`src/rtl/reorder_buffer_if.sv`:
```
// Dispatch / writeback / retire bundle between the core and the reorder buffer.
`ifndef NUM_D_REG
`define NUM_D_REG 8
`endif

interface reorder_buffer_if #(
  parameter int unsigned L = 8
);
  localparam int unsigned AW = $clog2(L);
  localparam int unsigned CW = AW + 1;
  localparam int unsigned RW = $clog2(`NUM_D_REG);

  logic          flush;
  logic          alloc_valid;
  logic          alloc_ready;
  logic          alloc_writes;
  logic [RW-1:0] alloc_rw_addr;
  logic [AW-1:0] alloc_rob_addr;
  logic          complete_valid;
  logic [AW-1:0] complete_rob_addr;
  logic [15:0]   complete_data;
  logic          retire_valid;
  logic          retire_writes;
  logic [RW-1:0] retire_rw_addr;
  logic [15:0]   retire_data;
  logic [CW-1:0] count;

  // Core side: dispatch, writeback and flush sources; retire consumer.
  modport master (
    output flush, alloc_valid, alloc_writes, alloc_rw_addr,
           complete_valid, complete_rob_addr, complete_data,
    input  alloc_ready, alloc_rob_addr, retire_valid, retire_writes,
           retire_rw_addr, retire_data, count
  );

  // Reorder buffer side.
  modport slave (
    input  flush, alloc_valid, alloc_writes, alloc_rw_addr,
           complete_valid, complete_rob_addr, complete_data,
    output alloc_ready, alloc_rob_addr, retire_valid, retire_writes,
           retire_rw_addr, retire_data, count
  );
endinterface

```
`src/rtl/reorder_buffer.sv`:
```
// In-order retirement buffer: allocate at tail, complete by tag, retire from head.
`ifndef NUM_D_REG
`define NUM_D_REG 8
`endif

module reorder_buffer #(
  parameter int unsigned L = 8
) (
  input logic             clk,
  input logic             n_rst,
  reorder_buffer_if.slave rob
);
  localparam int unsigned AW = $clog2(L);
  localparam int unsigned CW = AW + 1;
  localparam int unsigned RW = $clog2(`NUM_D_REG);

  logic [L-1:0]  valid_q, valid_d;
  logic [L-1:0]  done_q, done_d;
  logic [L-1:0]  writes_q, writes_d;
  logic [RW-1:0] rw_addr_q [L];
  logic [RW-1:0] rw_addr_d [L];
  logic [15:0]   data_q [L];
  logic [15:0]   data_d [L];
  logic [AW-1:0] head_q, head_d;
  logic [AW-1:0] tail_q, tail_d;
  logic [CW-1:0] count_q, count_d;

  logic not_full;
  logic alloc_fire;
  logic complete_fire;
  logic retire_fire;

  // Handshake qualifiers; completion only lands on an entry that was already live.
  assign not_full      = (count_q != CW'(L));
  assign alloc_fire    = rob.alloc_valid & not_full;
  assign complete_fire = rob.complete_valid & valid_q[rob.complete_rob_addr];
  assign retire_fire   = valid_q[head_q] & done_q[head_q];

  // Outputs are taken straight from registered state.
  assign rob.alloc_ready    = not_full;
  assign rob.alloc_rob_addr = tail_q;
  assign rob.retire_valid   = retire_fire;
  assign rob.retire_writes  = writes_q[head_q];
  assign rob.retire_rw_addr = rw_addr_q[head_q];
  assign rob.retire_data    = data_q[head_q];
  assign rob.count          = count_q;

  // Next state: flush dominates; otherwise complete, retire and allocate in parallel.
  always_comb begin
    valid_d   = valid_q;
    done_d    = done_q;
    writes_d  = writes_q;
    rw_addr_d = rw_addr_q;
    data_d    = data_q;
    head_d    = head_q;
    tail_d    = tail_q;
    count_d   = count_q;

    if (rob.flush) begin
      valid_d = '0;
      done_d  = '0;
      head_d  = '0;
      tail_d  = '0;
      count_d = '0;
    end else begin
      if (complete_fire) begin
        done_d[rob.complete_rob_addr] = 1'b1;
        data_d[rob.complete_rob_addr] = rob.complete_data;
      end
      if (retire_fire) begin
        valid_d[head_q] = 1'b0;
        done_d[head_q]  = 1'b0;
        head_d          = head_q + AW'(1);
      end
      // Tail never aliases a live entry while allocation is permitted.
      if (alloc_fire) begin
        valid_d[tail_q]   = 1'b1;
        done_d[tail_q]    = 1'b0;
        writes_d[tail_q]  = rob.alloc_writes;
        rw_addr_d[tail_q] = rob.alloc_rw_addr;
        tail_d            = tail_q + AW'(1);
      end
      count_d = count_q + CW'(alloc_fire) - CW'(retire_fire);
    end
  end

  // State registers with asynchronous clear of control and payload.
  always_ff @(posedge clk or negedge n_rst) begin
    if (!n_rst) begin
      valid_q  <= '0;
      done_q   <= '0;
      writes_q <= '0;
      head_q   <= '0;
      tail_q   <= '0;
      count_q  <= '0;
      for (int i = 0; i < int'(L); i++) begin
        rw_addr_q[i] <= '0;
        data_q[i]    <= '0;
      end
    end else begin
      valid_q   <= valid_d;
      done_q    <= done_d;
      writes_q  <= writes_d;
      rw_addr_q <= rw_addr_d;
      data_q    <= data_d;
      head_q    <= head_d;
      tail_q    <= tail_d;
      count_q   <= count_d;
    end
  end
endmodule
```
`src/flat_wrapper.sv`:
```
// flat-port wrapper written by rule: the top's interface ports become plain ports
module reorder_buffer_flat 
#(
  parameter int unsigned L = 8
)
  (clk, n_rst, rob_flush, rob_alloc_valid, rob_alloc_writes, rob_alloc_rw_addr, rob_complete_valid, rob_complete_rob_addr, rob_complete_data, rob_alloc_ready, rob_alloc_rob_addr, rob_retire_valid, rob_retire_writes, rob_retire_rw_addr, rob_retire_data, rob_count);
  reorder_buffer_if #(.L(L)) rob_i ();
  input logic clk;
  input logic n_rst;
  input wire logic [$bits(rob_i.flush)-1:0] rob_flush;
  input wire logic [$bits(rob_i.alloc_valid)-1:0] rob_alloc_valid;
  input wire logic [$bits(rob_i.alloc_writes)-1:0] rob_alloc_writes;
  input wire logic [$bits(rob_i.alloc_rw_addr)-1:0] rob_alloc_rw_addr;
  input wire logic [$bits(rob_i.complete_valid)-1:0] rob_complete_valid;
  input wire logic [$bits(rob_i.complete_rob_addr)-1:0] rob_complete_rob_addr;
  input wire logic [$bits(rob_i.complete_data)-1:0] rob_complete_data;
  output wire logic [$bits(rob_i.alloc_ready)-1:0] rob_alloc_ready;
  output wire logic [$bits(rob_i.alloc_rob_addr)-1:0] rob_alloc_rob_addr;
  output wire logic [$bits(rob_i.retire_valid)-1:0] rob_retire_valid;
  output wire logic [$bits(rob_i.retire_writes)-1:0] rob_retire_writes;
  output wire logic [$bits(rob_i.retire_rw_addr)-1:0] rob_retire_rw_addr;
  output wire logic [$bits(rob_i.retire_data)-1:0] rob_retire_data;
  output wire logic [$bits(rob_i.count)-1:0] rob_count;
  assign rob_i.flush = rob_flush;
  assign rob_i.alloc_valid = rob_alloc_valid;
  assign rob_i.alloc_writes = rob_alloc_writes;
  assign rob_i.alloc_rw_addr = rob_alloc_rw_addr;
  assign rob_i.complete_valid = rob_complete_valid;
  assign rob_i.complete_rob_addr = rob_complete_rob_addr;
  assign rob_i.complete_data = rob_complete_data;
  assign rob_alloc_ready = rob_i.alloc_ready;
  assign rob_alloc_rob_addr = rob_i.alloc_rob_addr;
  assign rob_retire_valid = rob_i.retire_valid;
  assign rob_retire_writes = rob_i.retire_writes;
  assign rob_retire_rw_addr = rob_i.retire_rw_addr;
  assign rob_retire_data = rob_i.retire_data;
  assign rob_count = rob_i.count;
  reorder_buffer #(.L(L)) u_core (.clk(clk), .n_rst(n_rst), .rob(rob_i));
endmodule
```
`config.mk`:
```
export PLATFORM = sky130hd
export DESIGN_NAME = reorder_buffer_flat
export DESIGN_NICKNAME = d
export VERILOG_FILES = /design/src/rtl/reorder_buffer_if.sv /design/src/rtl/reorder_buffer.sv /design/src/flat_wrapper.sv
export SDC_FILE = /design/constraint.sdc
export NUM_CORES = 1
export LEC_CHECK = 0
export CAP_MARGIN = 40
export CORE_MARGIN = 4
export CORE_UTILIZATION = 50
export CTS_CLUSTER_SIZE = 12
export DETAILED_ROUTE_END_ITERATION = 10
export PLACE_DENSITY = 0.72
export SETUP_SLACK_MARGIN = 0.02
export SYNTH_ARGS = -nofsm -noshare
export SYNTH_HDL_FRONTEND = slang
export SYNTH_SLANG_ARGS = --single-unit
```
`constraint.sdc`:
```
create_clock -name clk -period 2.7 [get_ports clk]
set_input_delay 0.405 -clock clk [delete_from_list [all_inputs] [get_ports clk]]
set_output_delay 0.405 -clock clk [all_outputs]
set_load 0.005 [all_outputs]
```
### Word level (Yosys, flattened, before mapping)

Index checks and enable logic that the tools add are counted.

* word-level logic and storage cells: 103
* output and inout port bits: 29
* bits in registers: 186

* reduce and logical (&&, ||, !) cells: 9
* magnitude comparators: 11
* multiplexer cells: 42
* equal/unequal tests: 1
* add/sub/neg operators: 4
* bitwise gates (word level): 14

Operators with widths (number)
* $bwmux 128: 1
* $mux 8: 10
* $bmux 16 s3: 1
* $demux 16 s3: 1
* $mux 16: 3
* $and 8x8->8: 3
* $bwmux 24: 1
* $mux 3: 7
* $not 8->8: 2
* $or 8x8->8: 2
* $bmux 1 s3: 4
* $ge 4x4->1 const B: 3
* $lt 3x4->1 const B: 3
* $not 3->4: 3
* $bmux 3 s3: 1
* $demux 1 s3: 3
* $demux 3 s3: 1
* $ge 3x1->1 const B: 3
* $bwmux 8: 1
* $lt 4x1->1 const B: 2
* $mux 1: 7
* $add 3x1->3 const B: 2
* $logic_and 1x1->1: 5
* $add 4x1->4: 1
* 7 further kinds: 11

### Longest topological paths before layout

* word-level depth: 13
* mapped depth: 12
* gate-level depth less buffers: 11

### Worst setup path after synthesis

OpenSTA, ideal clock, no wires.

* kind: register to register
* start: register u_core.head_q[0]
* end: register u_core.count_q[1], in the netlist u_core.rob.count[1]
* path buffers: 1
* cell stages (with the launch flop): 11
* period minus slack after synthesis: 2.652 ns
* data required time: 2.568 ns
* arrival time: 2.520 ns
* path slack: 0.048 ns
* setup time: 0.132 ns
* path through: dfrtp_1 buf_2 inv_2 mux4_2 mux2_2 inv_1 ha_1 inv_1 ha_1 fa_1 nor2b_1

* longest elaborated chain between the ends: 5
* elaborated cells on any way between the ends: 7

RTL lines
* from (decl): line reorder_buffer.sv:24 `logic [AW-1:0] head_q, head_d;`
* from (signal assigned): line reorder_buffer.sv:93 `head_q <= '0;`
* from (signal assigned): line reorder_buffer.sv:106 `head_q <= head_d;`
* $bmux 1 s3: line reorder_buffer.sv:37 `assign retire_fire = valid_q[head_q] & done_q[head_q];`
* $mux 1 (not written as such): line reorder_buffer.sv:37
* $and 1x1->1 (*): line reorder_buffer.sv:37
* via rob_retire_valid: line flat_wrapper.sv:19 `output wire logic [$bits(rob_i.retire_valid)-1:0] rob_retire_valid;`
* $sub 4x1->4 (*): line reorder_buffer.sv:83 `count_d = count_q + CW'(alloc_fire) - CW'(retire_fire);`
* $mux 4 (*): line reorder_buffer.sv:59 `if (rob.flush) begin`
* via u_core.count_d[1]: line reorder_buffer.sv:26 `logic [CW-1:0] count_q, count_d;`
* to (signal assigned): line reorder_buffer.sv:108 `count_q <= count_d;`
* to (decl): line reorder_buffer.sv:26

Mark *: on every way through the listed nets, which the timed path passes. The rest lies on a longest branch. The select of a mux whose other input is x is not followed.
A chain may end at the register's enable or synchronous reset.

### Worst setup path in the final report

* start: register u_core.head_q[1]
* end: output rob_retire_rw_addr[2]

* longest elaborated chain between the ends: 4

RTL lines
* $not 3->4 (not written as such): line reorder_buffer.sv:44 `assign rob.retire_rw_addr = rw_addr_q[head_q];`
* $bmux 3 s3: line reorder_buffer.sv:44
* $mux 3 (not written as such) (2 in a row): line reorder_buffer.sv:44
* to (decl): line flat_wrapper.sv:21 `output wire logic [$bits(rob_i.retire_rw_addr)-1:0] rob_retire_rw_addr;`

No other way between the ends. The select of a mux whose other input is x is not followed.

==> key figures <==
Synthesis
  • Post-synth EDFFs: 0
  • Synthesized area per cell: 13.31 um^2
  • Post-synthesis instance total: approximately 670
  • Post-Syn Nets: 703
  • Async SR Flop Fraction: 1.000
  • Ys flop type: dfrtp_1
  • Yosys warnings: 0
  • Cell Area, Synth: approximately 8900 um^2
  • Seq/Total Area, Yosys: 0.5245
  • Yosys reg bits: roughly 190
  • Netlist cell types: between 50 and 60

STA
  • Pins Over Slew Limit: 0
  • Final worst path period need: ~2.8 ns
  • RSZ-0062 raised after global routing: true
  • Max_slew headroom: 0.6462
  • Clock skew: approximately 0.011 ns
  • Fin crit share: 1.041
  • Final Setup Violations: 1
  • Setup ws final: -0.1099 ns
  • Worst slew pin tran: ~0.53 ns
  • Final hold viol count: 0
  • Fmax: about 360 MHz

Route
  • Routed vias: between 6,000 and 7,000
  • Detailed-route DRC error count: 0
  • Drt wl/cell: 22.97 um
  • Initial DRC count: approximately 330
  • Post-DR vias/cell: 6.139
  • Detailed Route WL: 23,000 um
  • Router iterations before antenna repair: 5
  • Routed Antenna Nets: 0

Floorplanning
  • Initial Utilization: 0.5113
  • Core ar.: about 17,000 um^2
  • FP Rows: 48
  • Die X: 141.2 um
  • Die area: approximately 20,000 um^2
  • Top Ports: 57
  • Die height: about 140 um

Critical path
  • Crit path largest cell delay: between 0.4 and 0.5 ns
  • CP Launch Type: flop
  • R2r setup slk: roughly 0.13 ns
  • Critical-path top delay cell: dfrtp_2
  • CP max FO: 8
  • Critical path class: reg -> out
  • CP endpoint kind: primary output
  • Worst path required time: ~2.3 ns
  • Critical Path, Cell by Cell: buf_6 > buf_8 > nor2b_4 > buf_6 > a221oi_2 > o22ai_2 > clkdlybuf4s50_1
  • Arr. time, crit path: ~2.4 ns
  • CP dominant cell by count: buf_6

Placed design
  • IO Port Bufs: 56
  • Pre-CTS WS: -0.1599 ns
  • DP Cell Count: 950
  • DPL Wire Length: ~15,000 um
  • Global placer's final weighted congestion: just under 1
  • Cell Area, Placed: around 10000 um^2

Layout
  • Commonest non-fill, non-tap cells in the layout: dfrtp_1 (183), mux2_2 (171), buf_4 (39), nand2_1 (38), clkdlybuf4s50_1 (35)
  • Most common cell after layout, fill and taps aside: dfrtp_1
  • Post-layout instance area: 10,970 um^2
  • Multi-input logic area: about 4000 um^2
  • NumNets Final: roughly 800
  • Non-Filler Instances: around 1,000
  • Area grow syn2layout: 23.56%
  • FF/Latch Area: 4658 um^2
  • ANT cells: 0
  • Fill cells: approximately 1,300
  • Fraction of layout cells with a size suffix above 1: 0.4330

Clock tree
  • CTS tree: yes
  • Root buffer cell: clkbuf_16
  • CTS buffer count: 17
  • Htree depth: 4
  • Sink Count: approximately 190
  • Clk_lat worst skew: around 0.44 ns
  • CTS max path bufs: 2
  • Clock transition at path regs: about 0.08 ns

Pwr
  • Comb pwr share: 0.142
  • Switching pwr: ~1.8 mW
  • Seq pwr share: 0.485
  • Switching Share: 0.2630
  • Clock Power Share: 0.372
  • Design Power: a little under 7 mW
  • Int Power: around 5 mW
  • Power Dens Cells: roughly 600 nW/um^2
  • Peak supply drop: just over 0.5 mV
  • Leakage power: 5.423 nW

Global routing
  • Initial antenna violation count: 0
  • Gr usage total: 0.2369
  • Largest net degree at the start of global routing: a little over 80
  • GR Overflow Total: 0
  • First-pass GRT wire length: approximately 36,000 um
  • Vias in the first global route: approximately 6,500

Outcome
  • Status: finished with violations
  • Violated checks: negative setup slack

Hold path
  • Tightest Hold Check Type: in -> async

Flow run
  • Max-cap viol count: 0
[cell families (layout without fill, tap and decap cells)]
logic type	count (synthesis)	count (layout)	synth area share
xor+xnor	4	4	0.003948
buf+inv	55	164	0.03412
mux	205	205	0.2787
simple gates	109	109	0.06471
flops	186	186	0.5245
compound gates	100	100	0.08191
fa+ha+maj	8	8	0.01212
[state kept, by name, indices dropped and copies added (netlist names)]
register	flops
u_core.rob.count	4
u_core.done_q	8
u_core.valid_q	8
u_core.rw_addr_q	24
u_core.writes_q	8
u_core.head_q	3
u_core.data_q	128
u_core.rob.alloc_rob_addr	3
[worst paths after layout]
path                       cells after the start                          endpoint                             start
setup / recovery                               7             rob_retire_rw_addr[2]      u_core.head_q[1]$_DFFE_PN0P_
hold / removal                                 2     u_core.rob.count[0]$_DFF_PN0_                             n_rst
setup reg to reg                              11     u_core.rob.count[3]$_DFF_PN0_      u_core.head_q[0]$_DFFE_PN0P_
hold reg to reg                                1  u_core.rw_addr_q[10]$_DFFE_PN0P_  u_core.rw_addr_q[10]$_DFFE_PN0P_
max in group asynchronous                      3     u_core.data_q[95]$_DFFE_PN0P_                             n_rst
min in group clk                               1  u_core.rw_addr_q[10]$_DFFE_PN0P_  u_core.rw_addr_q[10]$_DFFE_PN0P_
[Yosys cell counts (4+ instances only)]
| cell | instances | area share |
|---|---|---|
| dfrtp_1 | 186 | 0.52 |
| mux4_2 | 12 | 0.030 |
| mux2i_1 | 6 | 0.0068 |
| clkbuf_1 | 20 | 0.0085 |
| nand3_1 | 4 | 0.0023 |
| buf_1 | 9 | 0.0038 |
| buf_6 | 9 | 0.011 |
| o22ai_1 | 7 | 0.0049 |
| nand2_1 | 38 | 0.016 |
| a221oi_1 | 24 | 0.024 |
| o21ai_0 | 15 | 0.0085 |
| a31oi_1 | 10 | 0.0070 |
| and3_1 | 4 | 0.0028 |
| nor2b_1 | 6 | 0.0042 |
| a22oi_1 | 14 | 0.012 |
| mux2_4 | 10 | 0.017 |
| nand4_2 | 6 | 0.0085 |
| mux2_2 | 173 | 0.22 |
| ha_1 | 7 | 0.0099 |
| mux2_1 | 4 | 0.0051 |
| a21oi_1 | 9 | 0.0051 |
| inv_1 | 12 | 0.0051 |
| nor2_1 | 31 | 0.013 |
[power by group through the flow]
stage,combinational (mW),clock [mW],sequential [mW]
floorplan,0.576,0,3.25
global placement,0.921,0,3.28
detailed placement,0.969,0,3.31
CTS,0.964,2.55,3.26
global route,1.06,2.66,3.30
finish,0.960,2.51,3.27
[repair_timing]
item | CTS | global route
hold buffers | 1 | 0
pin swaps | 2 | 6
gates cloned | 3 | 0
resized for setup | 61 | 22
setup buffers | 10 | 5
setup endpoints to repair | 18 | 12
endpoints found under the hold margin | 49 | 0
[layer usage]
| metal | part of all wire | GRT usage |
|---|---|---|
| met1 | 0.43 | 0.3176 |
| met2 | 0.49 | 0.3842 |
| met3 | 0.058 | 0.05190 |
| met4 | 0.023 | 0.08057 |
| met5 | 0 | 0 |
[through the flow]
| stage | util | TNS (ns) | hold WS (ns) |
|---|---|---|---|
| floorplan | - | 0 | 0.1094 |
| global placement | 0.5743 | -8.751 | 0.3858 |
| detailed placement | 0.5743 | -15.52 | 0.3972 |
| CTS | 0.6237 | -0.4274 | 0.4887 |
| global route | 0.6318 | -0.2110 | 0.5155 |
| finish | 0.6318 | -0.1099 | 0.4779 |
[cell type report]
class,count,share of cell area
clock buffer,18,0.04005
sequential,186,0.4248
multi-input combinational,426,0.3748
inverter,14,0.005819
clock inverter,14,0.01403
timing repair buffer,118,0.1148
tap,225,0.02567
[worst max-delay path, delay by kind of cell (launching register included)]
kind / cells / cell delay [ns]
buf+inv: 4 / 0.88
flops: 1 / 0.49
compound gates: 2 / 0.45
simple gates: 1 / 0.13
No activity file was read; power rests on OpenSTA's default activity.
